File: config.mk
export PLATFORM = sky130hd
export DESIGN_NAME = router_fifo
export DESIGN_NICKNAME = d
export VERILOG_FILES = /design/src/rtl/router_pkg.sv /design/src/rtl/router_fifo_mem.sv /design/src/rtl/router_fifo.sv
export SDC_FILE = /design/constraint.sdc
export NUM_CORES = 1
export LEC_CHECK = 0
export ABC_CLOCK_PERIOD_IN_PS = 2500
export CORE_MARGIN = 3
export CORE_UTILIZATION = 55
export DETAILED_ROUTE_END_ITERATION = 10
export PLACE_DENSITY = 0.78
export SYNTH_ARGS = -nofsm -noshare
export SYNTH_HDL_FRONTEND = slang
export SYNTH_SLANG_ARGS = --single-unit
File: constraint.sdc
create_clock -name clock -period 2.5 [get_ports clock]
set_clock_uncertainty 0.1 [all_clocks]
set_input_delay 0.375 -clock clock [delete_from_list [all_inputs] [get_ports clock]]
set_output_delay 0.375 -clock clock [all_outputs]
set_load 0.01 [all_outputs]
File: src/rtl/router_pkg.sv
// -----------------------------------------------------------------------------
// router_pkg
// Shared sizing constants and helpers for the router FIFO slice.
//   FIFO_DEPTH : number of entries (16)
//   FIFO_WIDTH : stored bits per entry (8 payload + 1 header marker)
//   ADDR_W     : entry index width
//   PTR_W      : pointer width (index + wrap bit)
//   PKT_CNT_W  : width of the outgoing packet byte counter
// -----------------------------------------------------------------------------
package router_pkg;

   localparam int FIFO_DEPTH = 16;
   localparam int FIFO_WIDTH = 9;
   localparam int ADDR_W     = 4;
   localparam int PTR_W      = ADDR_W + 1;
   localparam int PKT_CNT_W  = 7;

   // A header byte carries the payload length in bits [7:2]; the counter also
   // has to cover the trailing parity byte, hence the +1.
   function automatic logic [PKT_CNT_W-1:0] hdr_pkt_cnt(input logic [7:0] hdr);
      return {1'b0, hdr[7:2]} + 7'd1;
   endfunction

endpackage

File: src/rtl/router_fifo_mem.sv
// -----------------------------------------------------------------------------
// router_fifo_mem
// 16 x 9 storage for the router FIFO: one synchronous write port and one
// combinational read port. Payload bits [7:0] live in a plain array with no
// reset; the header marker (bit 8) of every entry is a resettable flop so that
// both resets clear all markers.
// Ports:
//   clock      in   rising-edge clock
//   reset      in   asynchronous active-high reset (clears markers)
//   clear      in   synchronous flush (clears markers)
//   wr_en      in   write strobe
//   wr_addr    in   write index
//   wr_data    in   {marker, payload}
//   rd_addr    in   read index
//   rd_data    out  {marker, payload} at rd_addr
// -----------------------------------------------------------------------------
module router_fifo_mem
   import router_pkg::*;
(
   input  logic                  clock,
   input  logic                  reset,
   input  logic                  clear,
   input  logic                  wr_en,
   input  logic [ADDR_W-1:0]     wr_addr,
   input  logic [FIFO_WIDTH-1:0] wr_data,
   input  logic [ADDR_W-1:0]     rd_addr,
   output logic [FIFO_WIDTH-1:0] rd_data
);

   logic [7:0]            payload_mem [FIFO_DEPTH];
   logic [FIFO_DEPTH-1:0] marker_reg;

   always_ff @(posedge clock) begin
      if (wr_en) begin
         payload_mem[wr_addr] <= wr_data[7:0];
      end
   end

   genvar gi;
   generate
      for (gi = 0; gi < FIFO_DEPTH; gi++) begin : g_marker
         always_ff @(posedge clock or posedge reset) begin
            if (reset) begin
               marker_reg[gi] <= 1'b0;
            end else if (clear) begin
               marker_reg[gi] <= 1'b0;
            end else if (wr_en && (wr_addr == ADDR_W'(gi))) begin
               marker_reg[gi] <= wr_data[8];
            end
         end
      end
   endgenerate

   // Only written entries are ever addressed here (the read pointer never
   // passes the write pointer), so the payload is always defined when used.
   assign rd_data = {marker_reg[rd_addr], payload_mem[rd_addr]};

endmodule

File: src/rtl/router_fifo.sv
// -----------------------------------------------------------------------------
// router_fifo
// 16-entry byte FIFO for one router output port. Each entry carries a header
// marker captured from lfd_state. When a header is read out, the packet byte
// counter is loaded with payload length + 1 (parity); it counts down on each
// following read. Once the counter is exhausted and nothing is being read,
// data_out returns to 8'h00.
// Ports:
//   clock       in   rising-edge clock
//   reset       in   asynchronous active-high reset
//   soft_reset  in   synchronous active-high flush
//   write_enb   in   write request
//   read_enb    in   read request
//   lfd_state   in   current write is a header byte
//   data_in     in   byte to store
//   data_out    out  registered read byte
//   full        out  16 entries occupied
//   empty       out  no entries occupied
//   ovf_err     out  sticky misuse flag (only with ROUTER_FIFO_OVF_FLAG_EN)
// Build option: define ROUTER_FIFO_OVF_FLAG_EN to add ovf_err, which sets on a
// write while full or a read while empty and clears on either reset.
// -----------------------------------------------------------------------------
module router_fifo
   import router_pkg::*;
(
   input  logic       clock,
   input  logic       reset,
   input  logic       soft_reset,
   input  logic       write_enb,
   input  logic       read_enb,
   input  logic       lfd_state,
   input  logic [7:0] data_in,
`ifdef ROUTER_FIFO_OVF_FLAG_EN
   output logic       ovf_err,
`endif
   output logic [7:0] data_out,
   output logic       full,
   output logic       empty
);

   logic [PTR_W-1:0]      wr_ptr_reg, wr_ptr_next;
   logic [PTR_W-1:0]      rd_ptr_reg, rd_ptr_next;
   logic [PKT_CNT_W-1:0]  pkt_cnt_reg, pkt_cnt_next;
   logic [7:0]            data_out_reg, data_out_next;
   logic [FIFO_WIDTH-1:0] rd_data;
   logic                  wr_accept;
   logic                  rd_accept;

   // Same index with opposite wrap bits means the writer is a full lap ahead.
   assign full  = (wr_ptr_reg[ADDR_W-1:0] == rd_ptr_reg[ADDR_W-1:0]) &&
                  (wr_ptr_reg[ADDR_W] != rd_ptr_reg[ADDR_W]);
   assign empty = (wr_ptr_reg == rd_ptr_reg);

   // Acceptance uses the pre-edge flags; a flush suppresses any transfer.
   assign wr_accept = write_enb && !full && !soft_reset;
   assign rd_accept = read_enb && !empty && !soft_reset;

   router_fifo_mem u_mem (
      .clock   (clock),
      .reset   (reset),
      .clear   (soft_reset),
      .wr_en   (wr_accept),
      .wr_addr (wr_ptr_reg[ADDR_W-1:0]),
      .wr_data ({lfd_state, data_in}),
      .rd_addr (rd_ptr_reg[ADDR_W-1:0]),
      .rd_data (rd_data)
   );

   always_comb begin
      wr_ptr_next   = wr_ptr_reg;
      rd_ptr_next   = rd_ptr_reg;
      pkt_cnt_next  = pkt_cnt_reg;
      data_out_next = data_out_reg;

      if (wr_accept) begin
         wr_ptr_next = wr_ptr_reg + PTR_W'(1);
      end

      if (rd_accept) begin
         rd_ptr_next   = rd_ptr_reg + PTR_W'(1);
         data_out_next = rd_data[7:0];
         if (rd_data[8]) begin
            pkt_cnt_next = hdr_pkt_cnt(rd_data[7:0]);
         end else if (pkt_cnt_reg != '0) begin
            pkt_cnt_next = pkt_cnt_reg - PKT_CNT_W'(1);
         end
      end else if (pkt_cnt_reg == '0) begin
         // Packet fully delivered: idle the output bus.
         data_out_next = 8'h00;
      end
   end

   always_ff @(posedge clock or posedge reset) begin
      if (reset) begin
         wr_ptr_reg   <= '0;
         rd_ptr_reg   <= '0;
         pkt_cnt_reg  <= '0;
         data_out_reg <= 8'h00;
      end else if (soft_reset) begin
         wr_ptr_reg   <= '0;
         rd_ptr_reg   <= '0;
         pkt_cnt_reg  <= '0;
         data_out_reg <= 8'h00;
      end else begin
         wr_ptr_reg   <= wr_ptr_next;
         rd_ptr_reg   <= rd_ptr_next;
         pkt_cnt_reg  <= pkt_cnt_next;
         data_out_reg <= data_out_next;
      end
   end

   assign data_out = data_out_reg;

`ifdef ROUTER_FIFO_OVF_FLAG_EN
   logic ovf_err_reg;

   always_ff @(posedge clock or posedge reset) begin
      if (reset) begin
         ovf_err_reg <= 1'b0;
      end else if (soft_reset) begin
         ovf_err_reg <= 1'b0;
      end else if ((write_enb && full) || (read_enb && empty)) begin
         ovf_err_reg <= 1'b1;
      end
   end

   assign ovf_err = ovf_err_reg;
`endif

endmodule
# [Word level (Yosys, flattened, before mapping)]
# Memory sizes are Yosys's and may differ from the RTL's.
# Index checks and enable logic that the tools add are counted.
[op_classes] n_reduce_logical=48 magnitude_cmp=1 n_mux=47 add_sub_neg=4 n_eq_ne=18
[op_table] op="nonzero test 2 bit" n=18
[op_table] op="2-to-1 mux 1 bit" n=35
[op_table] op="equality test 4 bit (second input constant)" n=8
[op_table] op="2-to-1 mux 7 bit" n=4
[op_table] op="2-to-1 mux 8 bit" n=3
[op_table] op="logical AND 1 bit" n=21
[op_table] op="2-to-1 mux 5 bit" n=4
[op_table] op="equality test 4 x 3 -> 1 bit (second input constant)" n=4
[op_table] op="adder 5 x 1 -> 5 bit (second input constant)" n=2
[op_table] op="equality test 4 x 2 -> 1 bit (second input constant)" n=2
[op_table] op="adder 6 x 1 -> 7 bit (second input constant)" n=1
[op_table] op="zero test 7 bit" n=1
[op_table] op="nonzero test 7 bit" n=1
[op_table] op="subtractor 7 x 1 -> 7 bit (second input constant)" n=1
[op_table] op="nonzero test 3 bit" n=2
[op_table] op="equality test 5 bit" n=1
[op_table] op="< comparator 4 x 5 -> 1 bit (second input constant)" n=1
[op_table] op="binary-select mux 1 bit (select 4 bit)" n=1
[op_table] op="equality test 4 x 1 -> 1 bit (second input constant)" n=1
[op_table] op="equality test 4 bit" n=1
[op_table] op="zero test 4 bit" n=1
[op_table] op="zero test 1 bit" n=3
[op_table] op="AND reduction 2 bit" n=1
[op_table] op="inequality test 1 bit" n=1
[totals] ram_bits=128 reg_bits=41 n_memories=1
[memory_table] memory="u_mem.payload_mem" depth=16 width=8 rd=1 rd_clocked_by_memory_dff=0 wr=1 line_no="router_fifo_mem.sv:30" text="logic [7:0] payload_mem [FIFO_DEPTH];"

# [Longest topological paths before layout]
# Gate-level depths: netlist of the first run.
[depth] ltp_word=8 depth_mapped=10 mapped_depth_nobuf=8

# [Modules after synthesis]
# A second synthesis of the first run with hierarchy kept.
[hier_totals] cells_unflattened=478 area_unflattened_um2=7350.8
[by_module_without_submodules] module="router_fifo_mem" cells_each=310 seq_area_each_um2=4244.1 area_per_inst_um2=5848.1 n_inst=1
[by_module_without_submodules] module="router_fifo" cells_each=168 seq_area_each_um2=625.6 area_per_inst_um2=1502.7 n_inst=1

# [Worst setup path after synthesis of the first run]
# No wires, ideal clock.
[synth_timing] path_kind="reg2reg" startpoint="reg rd_ptr_reg[0]" endpoint="mem u_mem.payload_mem[3][0], enable pin" required_ns=2.005 t_arrival_ns=2.193 period_less_slack_ns=2.688 path_slack_ns=-0.188 n_path_buf=3 path_stages_with_launch=9 setup_ns=0.395 path_cell_list="dfrtp_1 > buf_6 > buf_12 > buf_8 > xnor2_1 > nand4_1 > o21a_1 > nand2_1 > nor4_1"
[synth_via] elab_chain_cells=7
[synth_lines] element="start, declared" line_no="router_fifo.sv:42" text="logic [PTR_W-1:0] rd_ptr_reg, rd_ptr_next;"
[synth_lines] element="start signal, assigned" line_no="router_fifo.sv:106" text="rd_ptr_reg <= rd_ptr_next;"
[synth_lines] element="equality test 4 bit" line_no="router_fifo.sv:50" text="assign full = (wr_ptr_reg[ADDR_W-1:0] == rd_ptr_reg[ADDR_W-1:0]) &&"
[synth_lines] element="logical AND 1 bit" line_no="router_fifo.sv:50"
[synth_lines] element="zero test 1 bit" line_no="router_fifo.sv:55" text="assign wr_accept = write_enb && !full && !soft_reset;"
[synth_lines] element="logical AND 1 bit (2 in a row)" line_no="router_fifo.sv:55"
[synth_lines] element="2-to-1 mux 1 bit" line_no="router_fifo_mem.sv:34" text="if (wr_en) begin"
[synth_lines] element="2-to-1 mux 1 bit (not written as such)" line_no="router_fifo_mem.sv:35" text="payload_mem[wr_addr] <= wr_data[7:0];"
[synth_lines] element="end, declared" line_no="router_fifo_mem.sv:30"
# No other way between the ends.

# [Final worst setup path of the first run]
[layout_timing] startpoint="reg rd_ptr_reg[0]" endpoint="reg pkt_cnt_reg[4]"
[layout_via] elab_chain_cells=6
[layout_lines] element="parallel branches: the longest is 6 deep, another holds memory read (16 x 8 bit)"
[layout_lines] element="end signal, assigned" line_no="router_fifo.sv:107" text="pkt_cnt_reg <= pkt_cnt_next;"
[layout_lines] element="end, declared" line_no="router_fifo.sv:43" text="logic [PKT_CNT_W-1:0] pkt_cnt_reg, pkt_cnt_next;"
# Parallel ways; which one is timed is not known. The select of a mux whose other input is x is not followed.
# A chain may end at the register's enable or synchronous reset.

==> qor.yml, run 1 <==
drt:
  drcViolationCount: 0
  drt_iter0_drc: 547
  via_per_inst: 6.26
  route.antenna.remaining_nets: 0
  routed_wirelength_mm: 16.8
  wl_met1_mm: 7.14
  drt_pass1_iterations: 6
  top_layer_used: "met4"
  wl_per_cell_um: 22.8
  wl_met3_mm: 1.19
  vias: 4612
  route.met2.wl_mm: 7.90
synthesis:
  synth_cells: 503
  ys_seq_elements: 169
  synthArstFlopShare: 0.243
  synthFlopType: "edfxtp_1"
  ys_warn_count: 0
  synth_edf_count: 128
  synth_common_cells: "edfxtp_1, dfrtp_1, mux2i_1"
  syn-num-nets: 525
  synth_top_area_cell: "edfxtp_1"
  ys_top_cells_by_area: "edfxtp_1, dfrtp_1, mux4_2"
  synth_area_um2: 7560
  yosys.area.top_type_share: 0.509
  ys_seq_area_frac: 0.644
  syn_avg_cell_area_um2: 15.0
  yosysMostFrequentCell: "edfxtp_1"
  synth.distinct_cells: 55
cts:
  clk_transition_reported_paths_ns: 0.06
  numCtsBuffers: 17
  htree_levels: 4
  cts_tree: "built"
  clock-root-buffer: "clkbuf_16"
  clk_latency_ns: 0.43
  cts_max_path_buffers: 2
  clock_sinks: 169
setup_path:
  reg2regPathDepth: 7
  cp_max_fo: 14
  critPathLaunchType: "flop"
  cp_data_required_time_ns: 2.73
  arrival_ns: 2.62
  critPathKind: "flop to flop"
  cp-end-kind: "flop"
sta:
  worst_slack_ns: 0.112
  setup_viol: 0
  final.setup.tns_ns: 0
  tightest_slew_ns: 0.694
  period_needed_ns: 2.39
  clock.fmax_ghz: 0.419
  hold_slack_ns: 0.285
  finalHoldViolCount: 0
  rsz0062_at_grt: "true"
  drv_slew: 0
  period_share: 0.955
  relSlewSlack: 0.536
place:
  io_buffers: 23
  placed_area_um2: 8120
  place.gp.congestion: 0.916
  dp_cells: 705
  place_hpwl_mm: 10.5
  post-place-ws_ns: 0.112
finish:
  fin_cells: 737
  fin_nets: 570
  area_growth_pct: 14.7
  num_antenna_cells: 0
  largest_reg_flops: 128
  fin_area_um2: 8670
  fin_util: 0.650
  drive_gt1_frac: 0.171
power:
  power.density_nw_per_um2: 850
  totalPowerFinal_mw: 7.37
  vdd_drop_max_uv: 529
  leakagePower_nw: 3.24
floorplan:
  io_pins: 24
  die_area_um2: 15200
  start_util: 0.566
  die_x_um: 123
  row_count: 42
  core_area_um2: 13300
  die_y_um: 123
global_routing:
  antenna_found_initial: 0
  grt_max_degree: 46
  grtUsageTotal: 0.238
  grt_overflow: 0
  grt_pass1_wl_mm: 26.3
  grt_pass1_vias: 4538
outcome:
  status: "complete, no violations"
flow_run:
  cap_viol_max_count: 0
min_path:
  hold_class: "input pin to async pin"
## area by class of cell
class | count | area [um^2]
flip-flops and latches | 169 | 4870
inverters | 22 | 82.6
repair buffers | 55 | 543
clock buffers | 20 | 437
clock inverters | 12 | 101
multi-input cells | 283 | 2420
fillers | 932 | 4680
well taps | 176 | 220
## where the power goes
group	internal, mW	total (mW)	switching (mW)
Combinational	0.745	1.75	1.01
Sequential	3.12	3.21	0.0863
Clock	1.36	2.41	1.05
## metal layers
layer	up-vias	GRT usage
met3	52	0.0517
met2	241	0.365
li1	2019	-
met1	2300	0.332
met4	0	0.103
met5	-	0
## critical path, stage by stage, from the launching register on
cell and delay (ns):
dfrtp_2 0.42, buf_12 0.18, mux4_1 0.56, nand3_1 0.16, nand4_4 0.21, nor4b_4 0.37, a22oi_1 0.15, o32ai_1 0.14
## layout by cell type (no fill, tap or decap), drive strengths merged, types with 9 or more instances in the layout
| master | instances |
|---|---|
| edfxtp | 128 |
| inv | 22 |
| clkbuf | 20 |
| clkdlybuf4s50 | 21 |
| mux2i | 38 |
| o21ai | 13 |
| nor3 | 12 |
| mux4 | 28 |
| nand3 | 20 |
| dfrtp | 41 |
| a21oi | 17 |
| nor2 | 31 |
| buf | 32 |
| nand2 | 30 |
| nand4 | 18 |
| clkinv | 9 |
## timing repair
item                                    4_1_cts  5_1_grt
gates resized for setup                       2        4
pin swaps                                     0        1
buffers inserted                              0        0
endpoints found under the setup margin        2        3
hold buffers                                  0        0
## final timing paths
kind / slack (ns) / end / from
min in group clock: 0.43 / u_mem.marker_reg[15] / u_mem.marker_reg[15]
worst max-delay path: 0.11 / pkt_cnt_reg[4] / rd_ptr_reg[0]
worst min register to register: 0.43 / u_mem.marker_reg[15] / u_mem.marker_reg[15]
worst max register to register: 0.11 / pkt_cnt_reg[4] / rd_ptr_reg[0]
worst min-delay path: 0.28 / wr_ptr_reg[2] / reset
max in group asynchronous: 1.61 / rd_ptr_reg[0] / reset
## cells by family after synthesis
family / after synthesis / share of synthesized area
mux: 68 / 0.142
xor+xnor: 14 / 0.0162
simple gates: 135 / 0.0939
flops: 169 / 0.644
buf+inv: 51 / 0.0386
fa+ha+maj: 8 / 0.0132
compound gates: 58 / 0.0520
Power figures use the tool's default switching activity.
==> run 2: changes to the inputs <==
DONT_BUFFER_PORTS = 1   (was unset)
PLACE_DENSITY = 0.76   (was 0.78)
==> run 2 against run 1 <==
Cell area about the same. Worst hold slack worse by 0.28 ns. Non-clock buffer count down 10. First-iteration DRC count up 27%. Combinational power down 3%. Flip-flop and latch count unchanged. Clock power up 14%. Via count up 1.6%. Global-route usage up 1.0 points. Critical endpoint is now pkt_cnt_reg[1].
==> qor.yml, run 2 (synthesis gave the netlist of run 1 again) <==
sta:
  tightest_slew_ns: 0.648
  period_needed_ns: 2.45
  rsz0062_at_grt: "false"
  period_share: 0.982
  worst_slack_ns: 0.0450
  finalHoldViolCount: 0
  relSlewSlack: 0.566
  clock.fmax_ghz: 0.407
  drv_slew: 0
  setup_viol: 0
setup_path:
  critPathKind: "flop to flop"
  path_cells: "buf_12 > mux4_1 > nand2_1 > and2_1 > o21ai_0 > ha_2 > mux2i_1 > a221oi_2"
  cp_max_fo: 13
  path_delay_family: "multiplexers"
  critPathLaunchType: "flop"
  critical_path_buf_inv_count: 1
  cpMaxStageDelayCell: "mux4_1"
  arrival_ns: 2.69
  cp_data_required_time_ns: 2.73
  cp-end-kind: "flop"
  slowest_delay_ns: 0.58
power:
  p_clk_frac: 0.359
  switching_power_mw: 2.27
  p_int_mw: 5.40
  switching_share: 0.296
  vdd_drop_max_uv: 641
  totalPowerFinal_mw: 7.66
  pwr-share-seq: 0.420
  power.density_nw_per_um2: 884
  leakagePower_nw: 3.25
  power_frac_comb: 0.221
floorplan:
  start_util: 0.566
  core_area_um2: 13300
  die_y_um: 123
  io_pins: 24
  row_count: 42
  die_x_um: 123
  die_area_um2: 15200
cts:
  clk_transition_reported_paths_ns: 0.07
  cts_tree: "built"
  cts_max_path_buffers: 2
  htree_levels: 4
  clock_sinks: 169
  clock-root-buffer: "clkbuf_16"
  numCtsBuffers: 17
  clk_latency_ns: 0.43
drt:
  drt_pass1_iterations: 6
  via_per_inst: 6.44
  drt_iter0_drc: 697
  vias: 4685
  route.antenna.remaining_nets: 0
  wl_per_cell_um: 24.4
  drcViolationCount: 0
  routed_wirelength_mm: 17.7
finish:
  final.fill_count: 904
  seqCellArea_um2: 4870
  layout_commonest_cell: "edfxtp_1"
  drive_gt1_frac: 0.203
  num_antenna_cells: 0
  multi_input_area_um2: 2420
  largest_reg_flops: 128
  area_growth_pct: 14.8
  fin_nets: 560
  mostFrequentLayoutCells: "edfxtp_1, dfrtp_1, mux2i_1"
place:
  post-place-ws_ns: 0.0557
  io_buffers: 0
  place.gp.congestion: 0.909
  place_hpwl_mm: 10.9
global_routing:
  antenna_found_initial: 0
  grt_pass1_vias: 4640
  grt_max_degree: 42
  grt_overflow: 0
  grtUsageTotal: 0.248
  grt_pass1_wl_mm: 27.0
flow_run:
  cap_viol_max_count: 0
min_path:
  hold_class: "input pin to flop"
outcome:
  status: "complete, no violations"
-- run 2: power groups by stage --
stage / registers [mW] / logic, mW / clock network (mW)
6_report: 3.22 / 1.69 / 2.75
3_3_place_gp: 3.27 / 1.45 / 0
5_1_grt: 3.23 / 1.82 / 2.88
3_5_place_dp: 3.27 / 1.50 / 0
2_1_floorplan: 3.25 / 1.22 / 0
4_1_cts: 3.22 / 1.62 / 2.77
-- run 2: worst paths after layout --
path                       cells past startpoint           startpoint  slack (ns)                   to
min reg2reg                                    2  u_mem.marker_reg[0]        0.44  u_mem.marker_reg[0]
min                                            2            lfd_state       0.009  u_mem.marker_reg[3]
max in group asynchronous                      3                reset        1.48        rd_ptr_reg[0]
max                                            8        rd_ptr_reg[0]        0.05       pkt_cnt_reg[1]
max reg2reg                                    8        rd_ptr_reg[0]        0.05       pkt_cnt_reg[1]
min in group asynchronous                      3                reset        0.41        wr_ptr_reg[4]
-- run 2: repair_timing --
action	in CTS	in global routing
endpoints found under the setup margin	1	5
hold buffers	11	0
buffers inserted	0	4
hold endpoints to repair	210	0
gates cloned	1	0
resized for setup	3	7
-- run 2: through the flow --
step / hold WS, ns / instances / utilization / area [um^2] / TNS, ns
after floorplan: 0.374 / 503 / - / 7560 / -0.183
final: 0.00886 / 727 / 0.650 / 8670 / 0
after detailed placement: 0.337 / 679 / 0.587 / 7830 / 0
after global placement: 0.320 / 679 / 0.587 / 7830 / 0
after CTS: 0.000476 / 723 / 0.646 / 8620 / 0
after global routing: 0.00762 / 727 / 0.650 / 8670 / 0
-- run 2: worst register-to-register path, stage by stage, from the launching register on --
cell      delay, ns
dfrtp_2        0.41
buf_12         0.19
mux4_1         0.59
nand2_1        0.08
and2_1         0.19
o21ai_0        0.15
ha_2           0.35
mux2i_1        0.07
a221oi_2       0.24
-- run 2: per-layer routing --
metal / vias up / part of all wire / GRT usage
li1: 2011 / - / -
met2: 282 / 0.48 / 0.390
met4: 0 / 0.034 / 0.100
met5: - / 0 / 0
met3: 47 / 0.090 / 0.0672
met1: 2345 / 0.40 / 0.331
-- run 2: area by class of cell --
type / count / area share
Clock inverter: 15 / 0.0234
Tap cell: 176 / 0.0254
Timing Repair Buffer: 45 / 0.0514
Clock buffer: 17 / 0.0491
Sequential cell: 169 / 0.562
Inverter: 22 / 0.00996
Multi-Input combinational cell: 283 / 0.279
==> run 3: changes to the inputs <==
CORE_MARGIN = unset   (was 3)
==> run 3 against run 2 <==
Global-route usage rose by 0.32 points. Clock power fell by 7%. Power shrank 2.8%. Die area shrank 6.4%. Worst setup slack improved by 0.030 ns. First-iteration DRC count is 32% lower. Sequential power is essentially flat. Routed wire length decreased by 6.9%. Cell count decreased by 0.28%. Critical path type unchanged. Largest power group unchanged.
==> qor.yml, run 3 (synthesis gave the netlist of run 1 again) <==
outcome:
  status: "complete, no violations"
drt:
  drt_pass1_iterations: 5
  route.met2.wl_mm: 7.85
  vias: 4484
  wl_per_cell_um: 22.8
  routed_wirelength_mm: 16.5
  via_per_inst: 6.18
  drcViolationCount: 0
  top_layer_used: "met4"
  route.antenna.remaining_nets: 0
  wl_met1_mm: 6.95
  wl_met3_mm: 1.21
  drt_iter0_drc: 473
global_routing:
  grtUsageTotal: 0.251
  grt_max_degree: 42
  antenna_found_initial: 0
  grt_overflow: 0
  grt_pass1_wl_mm: 25.8
  grt_pass1_vias: 4550
setup_path:
  slowest_delay_ns: 0.54
  cp-end-kind: "flop"
  path_cells: "buf_12 > buf_4 > mux4_1 > mux2i_1 > mux2_2 > and4_1 > o221ai_1 > o221ai_2"
  critPathKind: "flop to flop"
  path_delay_family: "multiplexers"
  startpoint: "rd_ptr_reg[0]"
  cpMaxStageDelayCell: "mux4_1"
  critPathLaunchType: "flop"
  arrival_ns: 2.67
  critical_path_buf_inv_count: 2
  cp_data_required_time_ns: 2.75
  rr_startpoint: "rd_ptr_reg[0]"
  cp_max_fo: 17
cts:
  htree_levels: 4
  clk_transition_reported_paths_ns: 0.06
  clk_latency_ns: 0.43
  numCtsBuffers: 17
  cts_max_path_buffers: 2
  clock_sinks: 169
  cts_tree: "built"
  clock-root-buffer: "clkbuf_16"
place:
  post-place-ws_ns: 0.138
  place.gp.congestion: 0.853
  place_hpwl_mm: 10.5
  io_buffers: 0
  placed_area_um2: 7810
sta:
  hold_slack_ns: 0.0105
  finalHoldViolCount: 0
  relSlewSlack: 0.599
  setup_viol: 0
  period_needed_ns: 2.43
  tightest_slew_ns: 0.599
  clock.fmax_ghz: 0.412
  final.setup.tns_ns: 0
  period_share: 0.970
  worst_slack_ns: 0.0748
  drv_slew: 0
floorplan:
  die_y_um: 119
  die_x_um: 119
  start_util: 0.566
  io_pins: 24
  row_count: 42
  core_area_um2: 13300
  die_area_um2: 14200
finish:
  layout_commonest_cell: "edfxtp_1"
  fin_nets: 559
  fin_area_um2: 8590
  mostFrequentLayoutCells: "edfxtp_1, dfrtp_1, mux2i_1"
  drive_gt1_frac: 0.188
  area_growth_pct: 13.7
  num_antenna_cells: 0
  seqCellArea_um2: 4870
  multi_input_area_um2: 2410
  largest_reg_flops: 128
  final.fill_count: 938
power:
  leakagePower_nw: 3.23
  power.density_nw_per_um2: 867
  totalPowerFinal_mw: 7.45
  vdd_drop_max_uv: 654
flow_run:
  cap_viol_max_count: 0
min_path:
  hold_class: "input pin to flop"
  hp-start: "lfd_state"
run 3: cell count changes in the layout (fill, tap and decap cells not counted), sizes merged:
cell      delta
inv          -4
clkinvlp     +1
clkinv       +2
bufbuf       -1
run 3: layout make-up:
class,instances,share of cell area
sequential,169,0.567
multi-input combinational,283,0.281
timing repair buffer,44,0.0500
clock buffer,17,0.0495
tap,176,0.0256
clock inverter,14,0.0173
inverter,22,0.00961
run 3: metrics by stage:
stage | utilization | cells
global route | 0.644 | 725
CTS | 0.637 | 717
detailed placement | 0.585 | 675
finish | 0.644 | 725
floorplan | - | 503
global placement | 0.585 | 675
run 3: what timing repair did:
item	4_1_cts	5_1_grt
gates resized for setup	0	7
setup endpoints to repair	0	2
endpoints found under the hold margin	210	0
hold buffers	11	0
setup buffers	0	8
run 3: path summary, 6_finish.rpt:
| path | cells after the start | endpoint | slack (ns) |
|---|---|---|---|
| max | 8 | pkt_cnt_reg[5] | 0.07 |
| min | 2 | u_mem.marker_reg[3] | 0.01 |
| max reg2reg | 8 | pkt_cnt_reg[5] | 0.07 |
| min reg2reg | 2 | u_mem.marker_reg[5] | 0.43 |
| max in group asynchronous | 3 | rd_ptr_reg[0] | 1.47 |
| min in group asynchronous | 3 | u_mem.marker_reg[7] | 0.43 |
run 3: layer usage:
metal	track usage	vias to the layer above
met5	0	-
met4	0.123	0
met3	0.0637	36
met2	0.382	208
met1	0.339	2235
li1	-	2005
run 3: power by group:
part	switching [mW]	total, mW	internal (mW)	leakage [nW]
registers	0.0902	3.21	3.12	1.72
clock network	1.09	2.56	1.47	0.279
logic	0.943	1.67	0.730	1.23
run 3: worst register-to-register path: stages, from the launching register on:
cell and delay, ns:
dfrtp_2 0.39, buf_12 0.18, buf_4 0.15, mux4_1 0.54, mux2i_1 0.30, mux2_2 0.26
and4_1 0.20, o221ai_1 0.14, o221ai_2 0.09
